===== src/rtl/imm_field_encoder_pkg.sv =====
`default_nettype none
// ============================================================================
//  Module   : imm_field_encoder_pkg
//  Purpose  : Shared processor definitions for immediate handling. Holds the
//             instruction-format encodings, the bit placement of each format's
//             immediate field, and a sign-run helper. The sign extender uses
//             the same definitions, so encoder and extender cannot drift.
//  Revision : 1.0 - initial release
// ============================================================================
package imm_field_encoder_pkg;

    localparam int unsigned BUS_W = 64;
    localparam int unsigned IMM_W = 26;

    // Format select carried on the Ctrl port.
    typedef enum logic [1:0] {
        FMT_I   = 2'b00,
        FMT_D   = 2'b01,
        FMT_B   = 2'b10,
        FMT_CBZ = 2'b11
    } fmt_e;

    // Field placement inside the 26-bit immediate: LSB position and width.
    localparam int unsigned I_LSB   = 10;
    localparam int unsigned I_W     = 12;
    localparam int unsigned D_LSB   = 12;
    localparam int unsigned D_W     = 9;
    localparam int unsigned B_LSB   = 0;
    localparam int unsigned B_W     = 26;
    localparam int unsigned CBZ_LSB = 5;
    localparam int unsigned CBZ_W   = 19;

    // Branch offsets are word aligned; the two low bits are implied zero.
    localparam int unsigned ALIGN_BITS = 2;

    // True when v[63:lsb] are all equal, i.e. v is the sign extension of its
    // value at bit position lsb.
    function automatic logic all_same(input logic [BUS_W-1:0] v,
                                      input int unsigned      lsb);
        logic [BUS_W-1:0] m;
        m = {BUS_W{1'b1}} << lsb;
        return ((v & m) == m) || ((v & m) == '0);
    endfunction

endpackage
`default_nettype wire


===== src/rtl/imm_pack.sv =====
`default_nettype none
// ============================================================================
//  Module   : imm_pack
//  Purpose  : Pure combinational fit test and field packing of a 64-bit
//             immediate into the 26-bit instruction immediate for the format
//             selected by i_ctrl. Bits outside the format's field are zero,
//             and the whole field is zero when the value does not fit.
//  Ports    : i_bus_imm [63:0] value to encode
//             i_ctrl    [1:0]  format select (I/D/B/CBZ)
//             o_imm     [25:0] packed immediate
//             o_fit            value exactly representable in the format
//  Revision : 1.0 - initial release
// ============================================================================
module imm_pack
    import imm_field_encoder_pkg::*;
(
    input  logic [BUS_W-1:0] i_bus_imm,
    input  logic [1:0]       i_ctrl,
    output logic [IMM_W-1:0] o_imm,
    output logic             o_fit
);

    logic [IMM_W-1:0] w_imm;
    logic             w_fit;
    logic             w_aligned;

    assign w_aligned = (i_bus_imm[ALIGN_BITS-1:0] == '0);

    always_comb begin
        w_imm = '0;
        w_fit = 1'b0;
        case (fmt_e'(i_ctrl))
            FMT_I: begin
                // Unsigned field: everything above the field must be zero.
                w_fit = ((i_bus_imm >> I_W) == '0);
                w_imm[I_LSB +: I_W] = i_bus_imm[I_W-1:0];
            end
            FMT_D: begin
                // Signed field: the top field bit is the sign.
                w_fit = all_same(i_bus_imm, D_W - 1);
                w_imm[D_LSB +: D_W] = i_bus_imm[D_W-1:0];
            end
            FMT_B: begin
                // Word offset: sign bit sits at field MSB + alignment shift.
                w_fit = w_aligned && all_same(i_bus_imm, B_W + ALIGN_BITS - 1);
                w_imm[B_LSB +: B_W] = i_bus_imm[ALIGN_BITS +: B_W];
            end
            FMT_CBZ: begin
                w_fit = w_aligned && all_same(i_bus_imm, CBZ_W + ALIGN_BITS - 1);
                w_imm[CBZ_LSB +: CBZ_W] = i_bus_imm[ALIGN_BITS +: CBZ_W];
            end
            default: begin
                w_fit = 1'b0;
            end
        endcase
        // A non-fitting value produces an all-zero field.
        if (!w_fit) begin
            w_imm = '0;
        end
    end

    assign o_imm = w_imm;
    assign o_fit = w_fit;

endmodule
`default_nettype wire


===== src/rtl/imm_field_encoder.sv =====
`default_nettype none
// ============================================================================
//  Module   : imm_field_encoder
//  Purpose  : Two-stage valid/ready pipeline that encodes a 64-bit immediate
//             into the 26-bit instruction immediate field of the selected
//             format and flags whether it is exactly representable. Counts
//             (saturating) the results delivered without a fit.
//  Ports    : Clk, Reset (sync, active high)
//             InValid/InReady   request handshake; BusImm[63:0], Ctrl[1:0]
//             OutValid/OutReady result handshake;  Imm[25:0], Fit
//             ErrCount[7:0]     saturating count of delivered Fit=0 results
//  Revision : 1.0 - initial release
// ============================================================================
module imm_field_encoder
    import imm_field_encoder_pkg::*;
(
    input  logic             Clk,
    input  logic             Reset,
    input  logic             InValid,
    output logic             InReady,
    input  logic [BUS_W-1:0] BusImm,
    input  logic [1:0]       Ctrl,
    output logic             OutValid,
    input  logic             OutReady,
    output logic [IMM_W-1:0] Imm,
    output logic             Fit,
    output logic [7:0]       ErrCount
);

    localparam logic [7:0] C_ERR_MAX = 8'hFF;

    // Stage 1: captured request.
    logic             r_s1_valid;
    logic [BUS_W-1:0] r_s1_bus;
    logic [1:0]       r_s1_ctrl;

    // Stage 2: registered result.
    logic             r_s2_valid;
    logic [IMM_W-1:0] r_s2_imm;
    logic             r_s2_fit;

    logic [7:0]       r_err_count;

    logic             w_s2_advance;
    logic             w_accept;
    logic             w_deliver;
    logic [IMM_W-1:0] w_pack_imm;
    logic             w_pack_fit;

    // Stage 2 can take new data when it is empty or being drained this cycle,
    // which lets stage 1 refill in the same cycle (no bubbles).
    assign w_s2_advance = !r_s2_valid || OutReady;
    assign InReady      = !Reset && (!r_s1_valid || w_s2_advance);
    assign w_accept     = InValid && InReady;
    assign w_deliver    = r_s2_valid && OutReady;

    imm_pack u_imm_pack (
        .i_bus_imm (r_s1_bus),
        .i_ctrl    (r_s1_ctrl),
        .o_imm     (w_pack_imm),
        .o_fit     (w_pack_fit)
    );

    always_ff @(posedge Clk) begin
        if (Reset) begin
            r_s1_valid <= 1'b0;
            r_s1_bus   <= '0;
            r_s1_ctrl  <= '0;
        end else if (w_accept) begin
            r_s1_valid <= 1'b1;
            r_s1_bus   <= BusImm;
            r_s1_ctrl  <= Ctrl;
        end else if (w_s2_advance) begin
            r_s1_valid <= 1'b0;
        end
    end

    always_ff @(posedge Clk) begin
        if (Reset) begin
            r_s2_valid <= 1'b0;
            r_s2_imm   <= '0;
            r_s2_fit   <= 1'b0;
        end else if (w_s2_advance) begin
            // Empty slot presents zeros rather than stale data.
            r_s2_valid <= r_s1_valid;
            r_s2_imm   <= r_s1_valid ? w_pack_imm : '0;
            r_s2_fit   <= r_s1_valid && w_pack_fit;
        end
    end

    always_ff @(posedge Clk) begin
        if (Reset) begin
            r_err_count <= '0;
        end else if (w_deliver && !r_s2_fit && (r_err_count != C_ERR_MAX)) begin
            r_err_count <= r_err_count + 8'd1;
        end
    end

    assign OutValid = r_s2_valid;
    assign Imm      = r_s2_imm;
    assign Fit      = r_s2_fit;
    assign ErrCount = r_err_count;

endmodule
`default_nettype wire


===== config.mk =====
export PLATFORM = sky130hd
export DESIGN_NAME = imm_field_encoder
export DESIGN_NICKNAME = d
export VERILOG_FILES = /design/src/rtl/imm_field_encoder_pkg.sv /design/src/rtl/imm_pack.sv /design/src/rtl/imm_field_encoder.sv
export SDC_FILE = /design/constraint.sdc
export NUM_CORES = 1
export LEC_CHECK = 0
export BUFFER_PORTS_ARGS = -buffer_cell sky130_fd_sc_hd__buf_2
export CORE_ASPECT_RATIO = 1.25
export CORE_MARGIN = 1
export CORE_UTILIZATION = 42
export CTS_CLUSTER_DIAMETER = 120
export DETAILED_ROUTE_END_ITERATION = 6
export GPL_ROUTABILITY_DRIVEN = 0
export PLACE_DENSITY = 0.69
export SETUP_SLACK_MARGIN = 0.4
export SLEW_MARGIN = 20
export SYNTH_ARGS = -nofsm -noshare
export SYNTH_HDL_FRONTEND = slang
export SYNTH_SLANG_ARGS = --single-unit

===== constraint.sdc =====
create_clock -name Clk -period 4.6 [get_ports Clk]
set_clock_uncertainty 0.05 [all_clocks]
set_input_delay 0.92 -clock Clk [delete_from_list [all_inputs] [get_ports Clk]]
set_output_delay 0.92 -clock Clk [all_outputs]
set_load 0.05 [all_outputs]

# After elaboration in Yosys (flattened, before gate mapping)
# Cells that the tools add are included.
[totals]
reg_bits = 103
latchBits = 0
ramBits = 0
mem_bits_ro = 0
in_bits = 70
out_inout_bits = 37
elab_cells = 51
memories = 0
[op_classes]
n_addsub = 1
n_mul = 0
div_mod_pow = 0
n_lt_le_gt_ge = 0
eq_ne = 7
shifts = 0
muxes = 12
n_bitwise = 0
reduce_logical = 24
[ops]
columns = ["op", "count"]
rows = [
  ["zero test 64 bit", 4],
  ["equality test 56 bit, second input constant", 1],
  ["2-to-1 mux 26 bit", 2],
  ["equality test 44 bit, second input constant", 1],
  ["equality test 37 bit, second input constant", 1],
  ["one-hot mux 9 bit (4 select lines)", 1],
  ["one-hot mux 5 bit (2 select lines)", 1],
  ["adder 8 x 1 -> 8 bit, second input constant", 1],
  ["logical AND 1 bit", 8],
  ["!= test 8 bit, second input constant", 1],
  ["one-hot mux 2 bit (3 select lines)", 1],
  ["logical OR 1 bit", 5],
  ["2-to-1 mux 5 bit", 1],
  ["equality test 2 bit, second input constant", 2],
  ["zero test 1 bit", 4],
  ["zero test 2 bit", 2],
  ["one-hot mux 1 bit (4 select lines)", 1],
  ["one-hot mux 2 bit (2 select lines)", 1],
  ["one-hot mux 1 bit (3 select lines)", 1],
  ["equality test 2 x 1 -> 1 bit, second input constant", 1],
  ["2-to-1 mux 1 bit", 2],
  ["2-to-1 mux 2 bit", 1],
  ["nonzero test 2 bit", 1],
]

# Depth between registers and ports, before layout
[logic_depth]
depth_word = 6
mapped_depth = 8
mapped_depth_nobuf = 7

# Cells and area by module
# A second synthesis with hierarchy kept.
[unflattened]
cells_unflattened = 570
area_unflattened_um2 = 4780.8
[modules_own_cells]
columns = ["module", "instances", "cells_each", "area_each_um2", "seq_area_each_um2"]
rows = [
  ["imm_field_encoder", 1, 462, 3936.3, 2062.0],
  ["imm_pack", 1, 108, 844.6, 0.0],
]

# Worst setup path before layout
# OpenSTA, ideal clock, no wires.
[synth_path]
path_type = "input -> output"
from = "input OutReady"
to = "output InReady"
arrival_time_ps = 1831
required_time_ps = 3630
setup_slack_ps = 1799
path_stages = 2
path_buffers = 0
path_cell_list = "nor2b_1 -> a21oi_1"
[synth_via]
elab_chain_len = 3
[synth_rtl]
columns = ["element", "line_no", "rtl"]
rows = [
  ["from (decl)", "imm_field_encoder.sv:24", "input logic OutReady,"],
  ["logical OR 1 bit", "imm_field_encoder.sv:52", "assign w_s2_advance = !r_s2_valid || OutReady;"],
  ["logical OR 1 bit", "imm_field_encoder.sv:53", "assign InReady = !Reset && (!r_s1_valid || w_s2_advance);"],
  ["logical AND 1 bit", "imm_field_encoder.sv:53", ""],
  ["to (decl)", "imm_field_encoder.sv:20", "output logic InReady,"],
]
# No other way between the ends.

# Worst setup path after layout
[layout_path]
from = "input Reset"
to = "output InReady"
[layout_via]
elab_chain_len = 2
[layout_rtl]
columns = ["element", "line_no", "rtl"]
rows = [
  ["from (decl)", "imm_field_encoder.sv:18", "input logic Reset,"],
  ["zero test 1 bit", "imm_field_encoder.sv:53", ""],
  ["logical AND 1 bit", "imm_field_encoder.sv:53", ""],
]
# No other way between the ends.

==> out/summary.txt <==
Status -> complete, no violations
Crit Path Class -> input port to output pin
Worst flop-to-flop path startpoint -> r_s1_bus[47]
Layout cells sized above 1 -> 0.2438
RSZ-0062 raised after global routing -> false
TritonCTS Buffers -> 9
Slowest stage delay, CP -> 0.75 ns
Post-CTS setup buffer count -> 0
Clock network power share -> 0.417
H-tree depth -> 3
Synth Flop Type -> dfxtp_1
Clock Sink Count -> 103
Syn nets -> 586
Sw Pwr -> 0.0004539 W
Netlist cell types -> 44
Cell mode on critical path -> buf_2
Die area -> 11040 µm²
Final worst path period share -> 0.6933
Buffer type at the clock tree root -> clkbuf_16
R2r worst-path depth -> 7
Filler cells -> 994
# rows -> 41
Initial DRC count -> 239
Area of the core -> 10210 µm²
Final WL -> 10500 µm
Antenna Nets Post-Route -> 0
Dpl hpwl -> 7594 µm
Synth top area share -> 0.4623
Initial Util -> 0.4369
Worst hold path endpoint -> Imm[18]
Register area -> 2062 µm²
Synth Register Bits -> 103
Largest cells by area after synthesis -> dfxtp_1, nand2_1, nand3b_1
IO Port Bufs -> 106
CTS tree -> yes
Worst Setup End Kind -> output pin
Total track usage -> 0.1979
I/O pins -> 107
Internal power -> 0.001550 W
Final hold slack -> 0.3991 ns
DP Worst Slack -> 1.423 ns
Slew @ Worst Pin -> 1.019 ns
Startpoint types -> input port
Max Cap Viol -> 0
Drt first pass iters -> 4
Area Overhead vs Synth -> 20.39%
Remaining Overflow, GRT -> 0
Resized cells post-CTS -> 0
Final WS setup -> 1.411 ns
Worst Hold Class -> flip-flop to flip-flop
Antenna fix cells -> 0
Worst EP arrival -> 2.22 ns
Buf/Inv on CP -> 2
Placed Area -> 5036 µm²
CP max FO -> 79
Register area share after synthesis -> 0.4623
Area of the multi-input gates -> 2236 µm²
Final TNS setup -> 0 ns
Hold Vio Cnt, Final -> 0
Pin count of the biggest net entering global routing -> 80
First-pass GRT wire length -> 16890 µm
F_max -> 313.5 MHz
Hold path depth -> 2
Peak supply drop -> 0.1753 mV
Worst path cell trace -> buf_2, a21oi_1, buf_2
Switching Fraction -> 0.2265
Layout net count -> 674
Antenna violations before repair -> 0
Area of the mapped netlist -> 4461 µm²
R2R Setup Slk -> 2.52 ns
Die X -> 94.18 µm
Design Area, Final -> 5370 µm²
Reg clk slew, reported paths -> 0.06 ns
Cells after Synth -> 515
DIE HEIGHT -> 117.2 µm
EDFF count, synth -> 0
Syn. warnings -> 0
Vias in the first global route -> 3545
Seq pwr share -> 0.494
CP delay by family, top -> buffers and inverters
HP Start -> Imm[18]
Clk buf depth -> 2
Vias per std cell -> 5.213
Slew Viols, Final -> 0
Insertion delay to the later sink of the worst-skew pair -> 0.34 ns
Power Dens Cells -> 373.2 nW/µm²
Slowest CP cell -> buf_2
Leak -> 2.417 nW
Remaining DRCs -> 0
R2r endpoint -> Imm[10]
Fraction of registers with async set or reset after synthesis -> 0
Avg Cell Area, Syn -> 8.661 µm²
Vias -> 3837
Req. time, crit path -> 3.63 ns
Minimum clock period -> 3.189 ns
CTS Hold Bufs -> 0
Slew margin rel. -> 0.3208
Combinational Power Share -> 0.089
Final setup viols -> 0
Dominant cell type by area after synthesis -> dfxtp_1
DR WL/cell -> 14.27 µm
[power groups by stage]
stage	logic, W	registers [W]	clock network [W]
CTS	0.000179	0.000989	0.000853
global route	0.000200	0.000995	0.000894
detailed placement	0.000178	0.00101	0
finish	0.000178	0.000990	0.000836
floorplan	0.000129	0.000990	0
global placement	0.000174	0.00101	0
[cell usage after synthesis, types with 2 or more instances]
cell,number
buf_2,6
nor3_2,2
o21ai_2,9
nor2_1,13
nand3_1,5
xor2_1,4
nor3b_1,2
clkbuf_1,19
o21ai_0,7
and4_1,2
mux2i_1,10
or3_1,3
a22o_1,7
nand2_1,162
nand4_1,18
mux4_2,7
inv_1,8
o21ai_1,5
nand3b_1,65
buf_1,4
a211oi_1,2
nor4_1,13
nor2b_1,4
nor3_1,4
o31ai_1,3
mux2_2,3
buf_4,2
dfxtp_1,103
a21oi_1,7
a22oi_1,2
[per-stage QoR]
step                        util  total power (W)  cells
final                     0.5260         0.002004    736
after global routing      0.5260         0.002089    736
after CTS                 0.5254         0.002021    736
after detailed placement  0.4933         0.001187    721
after global placement    0.4933         0.001181    721
after floorplan                -         0.001119    515
[how the worst max path moves through the flow]
stage	cells after the start	slack, ns	end	from
2_1_floorplan	2	1.80	InReady	OutReady
3_3_place_gp	5	1.49	r_s1_bus[57]	Reset
3_5_place_dp	5	1.42	r_s1_bus[58]	Reset
4_1_cts	3	1.47	InReady	Reset
5_1_grt	3	1.28	InReady	Reset
6_report	3	1.41	InReady	Reset
[cell families after synthesis]
kind of cell    Yosys count  synth area share
xor+xnor                  5          0.009817
mux                      20           0.06536
fa+ha+maj                 1          0.002805
compound gates           47           0.07574
buf+inv                  40           0.03871
flops                   103            0.4623
simple gates            299            0.3453
[final cells by class]
class	instances	area share
Multi-Input combinational cell	372	0.4164
Inverter	8	0.005592
Clock buffer	11	0.04334
Tap cell	129	0.03006
Timing Repair Buffer	109	0.1030
Clock inverter	4	0.01771
Sequential cell	103	0.3840
[cells in the final DEF, fill, tap and decap left out, types with 2 or more instances in the layout]
master and count:
nand3_1 5, nand4_1 18, or3_1 3, a22oi_1 2, inv_1 8, bufinv_16 3, nor4_1 13, dfxtp_1 103
and4_1 2, o21ai_1 5, a22o_1 7, o31ai_1 3, nor3b_1 2, buf_2 106, nor2b_1 4, a21oi_1 7
mux2i_1 10, clkbuf_16 9, nor2_1 13, nand2_1 161, xor2_1 4, a211oi_1 2, nor3_2 2, clkbuf_1 2
mux2_2 3, mux4_2 7, nor3_1 4, o21ai_2 9, buf_4 3, o21ai_0 7, nand3b_1 65
[metal layers]
layer | wire [µm] | GRT usage | vias to the layer above
met5 | 0 | 0 | -
met4 | 253 | 0.07897 | 0
met3 | 450 | 0.04070 | 18
met2 | 5283 | 0.3333 | 96
met1 | 4512 | 0.2472 | 1763
li1 | - | - | 1960
[tightest hold or removal path, cell delays in order, from the launching register on]
cell     delay, ns
dfxtp_1       0.32
nand2_1       0.06
o21ai_2       0.04
[sequential cells by signal, indices dropped and copies added, names as in the netlist]
name,flops
r_s1_ctrl,2
Imm,26
ErrCount,8
OutValid,1
r_s1_valid,1
Fit,1
r_s1_bus,64
Power figures use the tool's default switching activity.
